### config.mk
export PLATFORM = sky130hd
export DESIGN_NAME = led_reg_sequencer_flat
export DESIGN_NICKNAME = d
export VERILOG_FILES = /design/src/rtl/led_reg_sequencer_if.sv /design/src/rtl/led_reg_sequencer.sv /design/src/flat_wrapper.sv
export SDC_FILE = /design/constraint.sdc
export NUM_CORES = 1
export LEC_CHECK = 0
export CAP_MARGIN = 20
export CORE_ASPECT_RATIO = 0.75
export CORE_MARGIN = 2
export CORE_UTILIZATION = 46
export DETAILED_ROUTE_END_ITERATION = 12
export PLACE_DENSITY = 0.8
export REMOVE_ABC_BUFFERS = 1
export SLEW_MARGIN = 20
export SYNTH_ARGS = -nofsm -noshare
export SYNTH_HDL_FRONTEND = slang
export SYNTH_SLANG_ARGS = --single-unit
### constraint.sdc
create_clock -name clk -period 2.03 [get_ports clk]
set_input_delay 0.609 -clock clk [delete_from_list [all_inputs] [get_ports clk]]
set_output_delay 0.609 -clock clk [all_outputs]
set_load 0.03 [all_outputs]
### src/rtl/led_reg_sequencer_if.sv
// rtl/led_reg_sequencer_if.sv - register-file bus between the sequencer (master) and the LED register file (slave)
interface led_reg_sequencer_if #(
  parameter int ADDR_BITS = 4,
  parameter int DATA_BITS = 8
);
  logic [ADDR_BITS-1:0] bus_addr;
  logic [DATA_BITS-1:0] bus_wdata;
  logic [DATA_BITS-1:0] bus_rdata;
  logic                 bus_w_en;
  logic                 bus_r_en;

  modport master (output bus_addr, bus_wdata, bus_w_en, bus_r_en, input bus_rdata);
  modport slave  (input bus_addr, bus_wdata, bus_w_en, bus_r_en, output bus_rdata);
endinterface

### src/rtl/led_reg_sequencer.sv
// rtl/led_reg_sequencer.sv - turns addressed I2C byte transfers into single-cycle register-bus writes and reads
// Control byte sets pointer and auto-increment mode; pointer then advances by PCA9633 rules.
module led_reg_sequencer #(
  parameter int ADDR_BITS = 4,
  parameter int DATA_BITS = 8,
  parameter int NUM_REGS  = 13
) (
  input  logic                 clk,
  input  logic                 reset,
  input  logic                 xfer_start,
  input  logic                 xfer_rw,
  input  logic                 xfer_stop,
  input  logic                 wr_valid,
  input  logic [DATA_BITS-1:0] wr_byte,
  input  logic                 rd_req,
  output logic [DATA_BITS-1:0] rd_byte,
  output logic                 rd_valid,
  led_reg_sequencer_if.master  bus,
  output logic [ADDR_BITS-1:0] ptr,
  output logic [2:0]           ai_mode,
  output logic                 busy,
  output logic                 err
);
  typedef enum logic [2:0] {
    IDLE, GET_CTRL, WR_DATA, WR_COMMIT, RD_IDLE, RD_FETCH, RD_PRESENT
  } state_e;

  localparam logic [ADDR_BITS-1:0] LAST_REG = ADDR_BITS'(NUM_REGS - 1);

  state_e               state_q, state_d, tgt;
  logic [ADDR_BITS-1:0] ptr_q, ptr_d, addr_q, addr_d;
  logic [2:0]           ai_q, ai_d;
  logic [DATA_BITS-1:0] wdata_q, wdata_d, rbyte_q, rbyte_d;
  logic                 err_q, err_d;
  logic                 pend_q, pend_d, pend_go_q, pend_go_d, pend_rw_q, pend_rw_d;
  logic                 ev_now, done_ev, done_go, done_rw, addr_ok, err_set;
  logic                 in_wr, in_rd, w_en, r_en;

  function automatic logic [ADDR_BITS-1:0] advance(input logic [ADDR_BITS-1:0] p,
                                                   input logic [2:0] ai);
    logic [ADDR_BITS-1:0] lo, hi;
    case (ai[1:0])
      2'b00:   begin lo = '0;            hi = LAST_REG;       end
      2'b01:   begin lo = ADDR_BITS'(2); hi = ADDR_BITS'(5); end
      2'b10:   begin lo = ADDR_BITS'(6); hi = ADDR_BITS'(7); end
      default: begin lo = ADDR_BITS'(2); hi = ADDR_BITS'(7); end
    endcase
    if (!ai[2])            advance = p;
    else if (p == hi)      advance = lo;
    else if (p >= LAST_REG) advance = '0;
    else                   advance = p + ADDR_BITS'(1);
  endfunction

  // A START/STOP seen while a byte is in flight is replayed once that byte completes.
  assign ev_now  = xfer_start | xfer_stop;
  assign done_ev = ev_now | pend_q;
  assign done_go = ev_now ? xfer_start : pend_go_q;
  assign done_rw = ev_now ? xfer_rw : pend_rw_q;
  assign tgt     = !done_go ? IDLE : (done_rw ? RD_IDLE : GET_CTRL);
  assign addr_ok = addr_q <= LAST_REG;
  assign in_wr   = state_q inside {GET_CTRL, WR_DATA, WR_COMMIT};
  assign in_rd   = state_q inside {RD_IDLE, RD_FETCH, RD_PRESENT};
  assign err_set = (wr_valid && in_rd)
                || (rd_req && (in_wr || state_q inside {RD_FETCH, RD_PRESENT}))
                || (state_q inside {WR_COMMIT, RD_FETCH} && !addr_ok);

  always_ff @(posedge clk) begin
    if (reset) begin
      state_q   <= IDLE;
      ptr_q     <= '0;
      ai_q      <= '0;
      addr_q    <= '0;
      wdata_q   <= '0;
      rbyte_q   <= '0;
      err_q     <= 1'b0;
      pend_q    <= 1'b0;
      pend_go_q <= 1'b0;
      pend_rw_q <= 1'b0;
    end else begin
      state_q   <= state_d;
      ptr_q     <= ptr_d;
      ai_q      <= ai_d;
      addr_q    <= addr_d;
      wdata_q   <= wdata_d;
      rbyte_q   <= rbyte_d;
      err_q     <= err_d;
      pend_q    <= pend_d;
      pend_go_q <= pend_go_d;
      pend_rw_q <= pend_rw_d;
    end
  end

  always_comb begin
    state_d   = state_q;
    pend_d    = pend_q;
    pend_go_d = pend_go_q;
    pend_rw_d = pend_rw_q;
    case (state_q)
      IDLE:       if (xfer_start) state_d = xfer_rw ? RD_IDLE : GET_CTRL;
      GET_CTRL:   if (ev_now) state_d = tgt; else if (wr_valid) state_d = WR_DATA;
      WR_DATA:    if (wr_valid) state_d = WR_COMMIT; else if (ev_now) state_d = tgt;
      WR_COMMIT:  state_d = done_ev ? tgt : WR_DATA;
      RD_IDLE:    if (rd_req) state_d = RD_FETCH; else if (ev_now) state_d = tgt;
      RD_FETCH:   state_d = RD_PRESENT;
      RD_PRESENT: state_d = done_ev ? tgt : RD_IDLE;
      default:    state_d = IDLE;
    endcase
    if (ev_now) begin
      pend_d    = 1'b1;
      pend_go_d = xfer_start;
      pend_rw_d = xfer_rw;
    end
    if (!(state_d inside {WR_COMMIT, RD_FETCH, RD_PRESENT})) pend_d = 1'b0;
  end

  always_comb begin
    ptr_d   = ptr_q;
    ai_d    = ai_q;
    addr_d  = addr_q;
    wdata_d = wdata_q;
    rbyte_d = rbyte_q;
    err_d   = err_q;
    case (state_q)
      GET_CTRL: if (wr_valid) begin
        ptr_d = wr_byte[ADDR_BITS-1:0];
        ai_d  = wr_byte[DATA_BITS-1 -: 3];
      end
      WR_DATA: if (wr_valid) begin
        addr_d  = ptr_q;
        wdata_d = wr_byte;
      end
      WR_COMMIT:  ptr_d = advance(ptr_q, ai_q);
      RD_IDLE:    if (rd_req) addr_d = ptr_q;
      RD_FETCH:   rbyte_d = addr_ok ? bus.bus_rdata : '0;
      RD_PRESENT: ptr_d = advance(ptr_q, ai_q);
      default: ;
    endcase
    if (err_set)    err_d = 1'b1;
    if (xfer_start) err_d = 1'b0;
  end

  always_comb begin
    w_en     = (state_q == WR_COMMIT) && addr_ok;
    r_en     = (state_q == RD_FETCH) && addr_ok;
    rd_valid = state_q == RD_PRESENT;
    busy     = state_q != IDLE;
  end

  assign bus.bus_w_en  = w_en;
  assign bus.bus_r_en  = r_en;
  assign bus.bus_addr  = addr_q;
  assign bus.bus_wdata = wdata_q;
  assign rd_byte       = rbyte_q;
  assign ptr           = ptr_q;
  assign ai_mode       = ai_q;
  assign err           = err_q;
endmodule
### src/flat_wrapper.sv
// flat-port wrapper written by rule: the top's interface ports become plain ports
module led_reg_sequencer_flat 
#(
  parameter int ADDR_BITS = 4,
  parameter int DATA_BITS = 8,
  parameter int NUM_REGS  = 13
)
  (clk, reset, xfer_start, xfer_rw, xfer_stop, wr_valid, wr_byte, rd_req, rd_byte, rd_valid, ptr, ai_mode, busy, err, bus_bus_addr, bus_bus_wdata, bus_bus_w_en, bus_bus_r_en, bus_bus_rdata);
  led_reg_sequencer_if #(.ADDR_BITS(ADDR_BITS), .DATA_BITS(DATA_BITS)) bus_i ();
  input  logic clk;
  input  logic reset;
  input  logic xfer_start;
  input  logic xfer_rw;
  input  logic xfer_stop;
  input  logic wr_valid;
  input  logic [DATA_BITS-1:0] wr_byte;
  input  logic rd_req;
  output logic [DATA_BITS-1:0] rd_byte;
  output logic rd_valid;
  output logic [ADDR_BITS-1:0] ptr;
  output logic [2:0] ai_mode;
  output logic busy;
  output logic err;
  output wire logic [$bits(bus_i.bus_addr)-1:0] bus_bus_addr;
  output wire logic [$bits(bus_i.bus_wdata)-1:0] bus_bus_wdata;
  output wire logic [$bits(bus_i.bus_w_en)-1:0] bus_bus_w_en;
  output wire logic [$bits(bus_i.bus_r_en)-1:0] bus_bus_r_en;
  input wire logic [$bits(bus_i.bus_rdata)-1:0] bus_bus_rdata;
  assign bus_bus_addr = bus_i.bus_addr;
  assign bus_bus_wdata = bus_i.bus_wdata;
  assign bus_bus_w_en = bus_i.bus_w_en;
  assign bus_bus_r_en = bus_i.bus_r_en;
  assign bus_i.bus_rdata = bus_bus_rdata;
  led_reg_sequencer #(.ADDR_BITS(ADDR_BITS), .DATA_BITS(DATA_BITS), .NUM_REGS(NUM_REGS)) u_core (.clk(clk), .reset(reset), .xfer_start(xfer_start), .xfer_rw(xfer_rw), .xfer_stop(xfer_stop), .wr_valid(wr_valid), .wr_byte(wr_byte), .rd_req(rd_req), .rd_byte(rd_byte), .rd_valid(rd_valid), .bus(bus_i), .ptr(ptr), .ai_mode(ai_mode), .busy(busy), .err(err));
endmodule
==> metrics <==
antenna cells 0; Hold Vio Cnt, Final 0; number of global-route vias before repair about 1,600; Initial Util between 40% and 50%; initial antenna violation count 0; nature of the critical path endpoint register; row cnt 19; Max Clk Rate 506 MHz; Final Instance Area 0.00269 mm²; slowest stage delay, CP 510 ps; Slew HR between 70% and 80%; CTS Sinks 34; Via Count 1,863; Clk Latency, worst-skew pair roughly 290 ps; Placeable Area 0.00361 mm²; skew final 5.29 ps; Synth Flop Type dfxtp_1; # fillers about 300; post-layout min period between 1500 and 2000 ps; setup TNS 0 ps; Die X-Extent ~75 µm; crit-path cells clkdlybuf4s50_1 -> nor3b_1 -> o22ai_1 -> a32oi_2 -> a222oi_1 -> a2111oi_2; Fin Hold WS 461 ps; Post-route DRC 0; Hold Path Class reg -> reg; startpoint class of the critical path input pin; peak supply drop 0.516 mV; GR Util All Layers a little under a quarter; Post-DP HPWL 3360 µm; GP Congestion 0.866; power per standard cell area 882 mW/mm²; Buffers on Ports 54; Chip Height 57.0 µm; Post-synth EDFFs 0; final wirelength ~4800 µm; Area growth syn-to-layout 56.2%; largest net degree at the start of global routing 23; final core occ approximately 74%; max_cap viols 0; cts hold-fix bufs 0; Root Driver clkbuf_8; fin nets between 300 and 400; First DRT Iteration DRCs 207; leading cell types in the layout, fill and taps excluded clkdlybuf4s50_1 (45), buf_4 (35), nand2_1 (33); critical path required time 2220 ps; post-synthesis sequential area ratio 39.6%; period utilization a little over nine tenths; number of routed nets with antenna violations 0; fin cells 345; share of cells above drive strength 1 20.1%; #FFs+latches synth 34; share of Yosys cell area claimed by the top area cell type between 30 and 40%; Mapped Area 0.00172 mm²; Reg clk slew, reported paths 70 ps; first-pass GRT wire length 7650 µm; H-Tree Depth 2; Mapped Cells 215; CP arrival between 2000 and 2500 ps; Worst path slowest cell clkdlybuf4s50_1; CTS tree built; DR pass1 iterations 5; Area after DPL 0.00250 mm²; leading cell type in the layout, fill and taps excluded clkdlybuf4s50_1; CTS buffer count 5; Final Slew Violations 0; Yosys cell types 49; RSZ-0062 raised after global routing false; Synth warnings 0; # IOs 55; ys async rst share 0%; Leak 0.00105 µW; largest buffer count on any clock path 2; Worst Tran Pin Value 361 ps; outcome finished, final reports clean; DIE AREA 0.00425 mm²; DP Cell Count 337; WL/cell 13.9 µm; DR vias/cell roughly 5.4; leading area contributor after synthesis dfxtp_1; leading post-synthesis cells by cell area dfxtp_1 (40%), nand2_1 (7.2%), nor2_1 (6.1%); mean area per synthesized cell 8.00 µm²; endpoints failing setup 0; CP max FO 6; Crit Path Class in -> reg; GR Overflow Total 0
-- stage by stage --
stage	power (µW)	setup WS [ps]
after floorplan	1200	-99.2
after global placement	1570	-314
after detailed placement	1580	-397
after CTS	2350	-13.2
after global routing	2470	5.10
final	2370	54.4
-- repair_timing --
item | in CTS | in global routing
gates resized for setup | 9 | 6
endpoints found under the setup margin | 5 | 8
pin swaps | 4 | 3
setup buffers | 0 | 0
-- path summary, 6_finish.rpt --
path | from | to | slack, ps | cells past startpoint
setup / recovery | wr_valid | u_core.pend_q | 50 | 6
hold / removal | u_core.bus.bus_wdata[1] | u_core.bus.bus_wdata[1] | 460 | 2
setup reg to reg | u_core.state_q[0] | u_core.ptr[0] | 300 | 6
hold reg to reg | u_core.bus.bus_wdata[1] | u_core.bus.bus_wdata[1] | 460 | 2
-- cell families (layout without fill, tap and decap cells) --
family | after synthesis | count (layout) | synth area share, %
and+or+nand+nor | 82 | 82 | 21.2
AOI/OAI and AO/OA | 64 | 64 | 25.7
DFF | 34 | 34 | 39.6
buffers and inverters | 24 | 102 | 7.05
muxes | 8 | 8 | 4.65
xor gates and xnor gates | 2 | 2 | 1.02
adders and majority gates | 1 | 1 | 0.727
-- critical path: cells and delay by family --
family / cells / cell delay [ps]
buf+inv: 1 / 510
simple gates: 1 / 250
compound gates: 4 / 790
-- synthesized netlist by cell type, types with 2 or more instances --
master	n
dfxtp_1	34
a311oi_1	5
nor2_2	2
mux2i_1	8
a211o_1	2
nand3_1	2
nand2b_1	2
o21ai_0	4
o22ai_1	2
nor2_1	28
a21oi_1	20
buf_6	2
a22oi_1	8
nand3b_1	2
buf_1	2
nand2_1	33
a31oi_1	5
clkbuf_1	5
xor2_1	2
buf_2	6
buf_4	2
inv_1	6
o211ai_1	2
a32oi_1	2
nor3_1	5
-- report_power, final --
part	internal [µW]	total (µW)	switching, µW
Sequential	720	772	52.3
Combinational	394	839	445
Clock	492	759	267
-- layer usage --
| metal | vias up | GRT usage [%] | routed length [µm] |
|---|---|---|---|
| li1 | 920 | - | - |
| met1 | 853 | 35.2 | 2270 |
| met2 | 83 | 33.8 | 2080 |
| met3 | 7 | 6.18 | 376 |
| met4 | 0 | 5.36 | 53 |
| met5 | - | 0 | 0 |
-- cell type report --
cell class | count | area, µm² | area share (%)
multi-input combinational | 157 | 963 | 35.8
timing repair buffer | 88 | 816 | 30.4
sequential | 34 | 683 | 25.4
clock buffer | 5 | 68.8 | 2.56
clock inverter | 3 | 68.8 | 2.56
tap | 52 | 65.1 | 2.42
inverter | 6 | 22.5 | 0.838
-- state kept, by name, indices dropped and copies added (netlist names) --
name and count:
u_core.pend_rw_q 1, u_core.err 1, u_core.pend_go_q 1, u_core.bus.bus_addr 4, u_core.rd_byte 8, u_core.bus.bus_wdata 8, u_core.pend_q 1, u_core.ai_mode 3
u_core.ptr 4, u_core.state_q 3
Power figures use the tool's default switching activity.
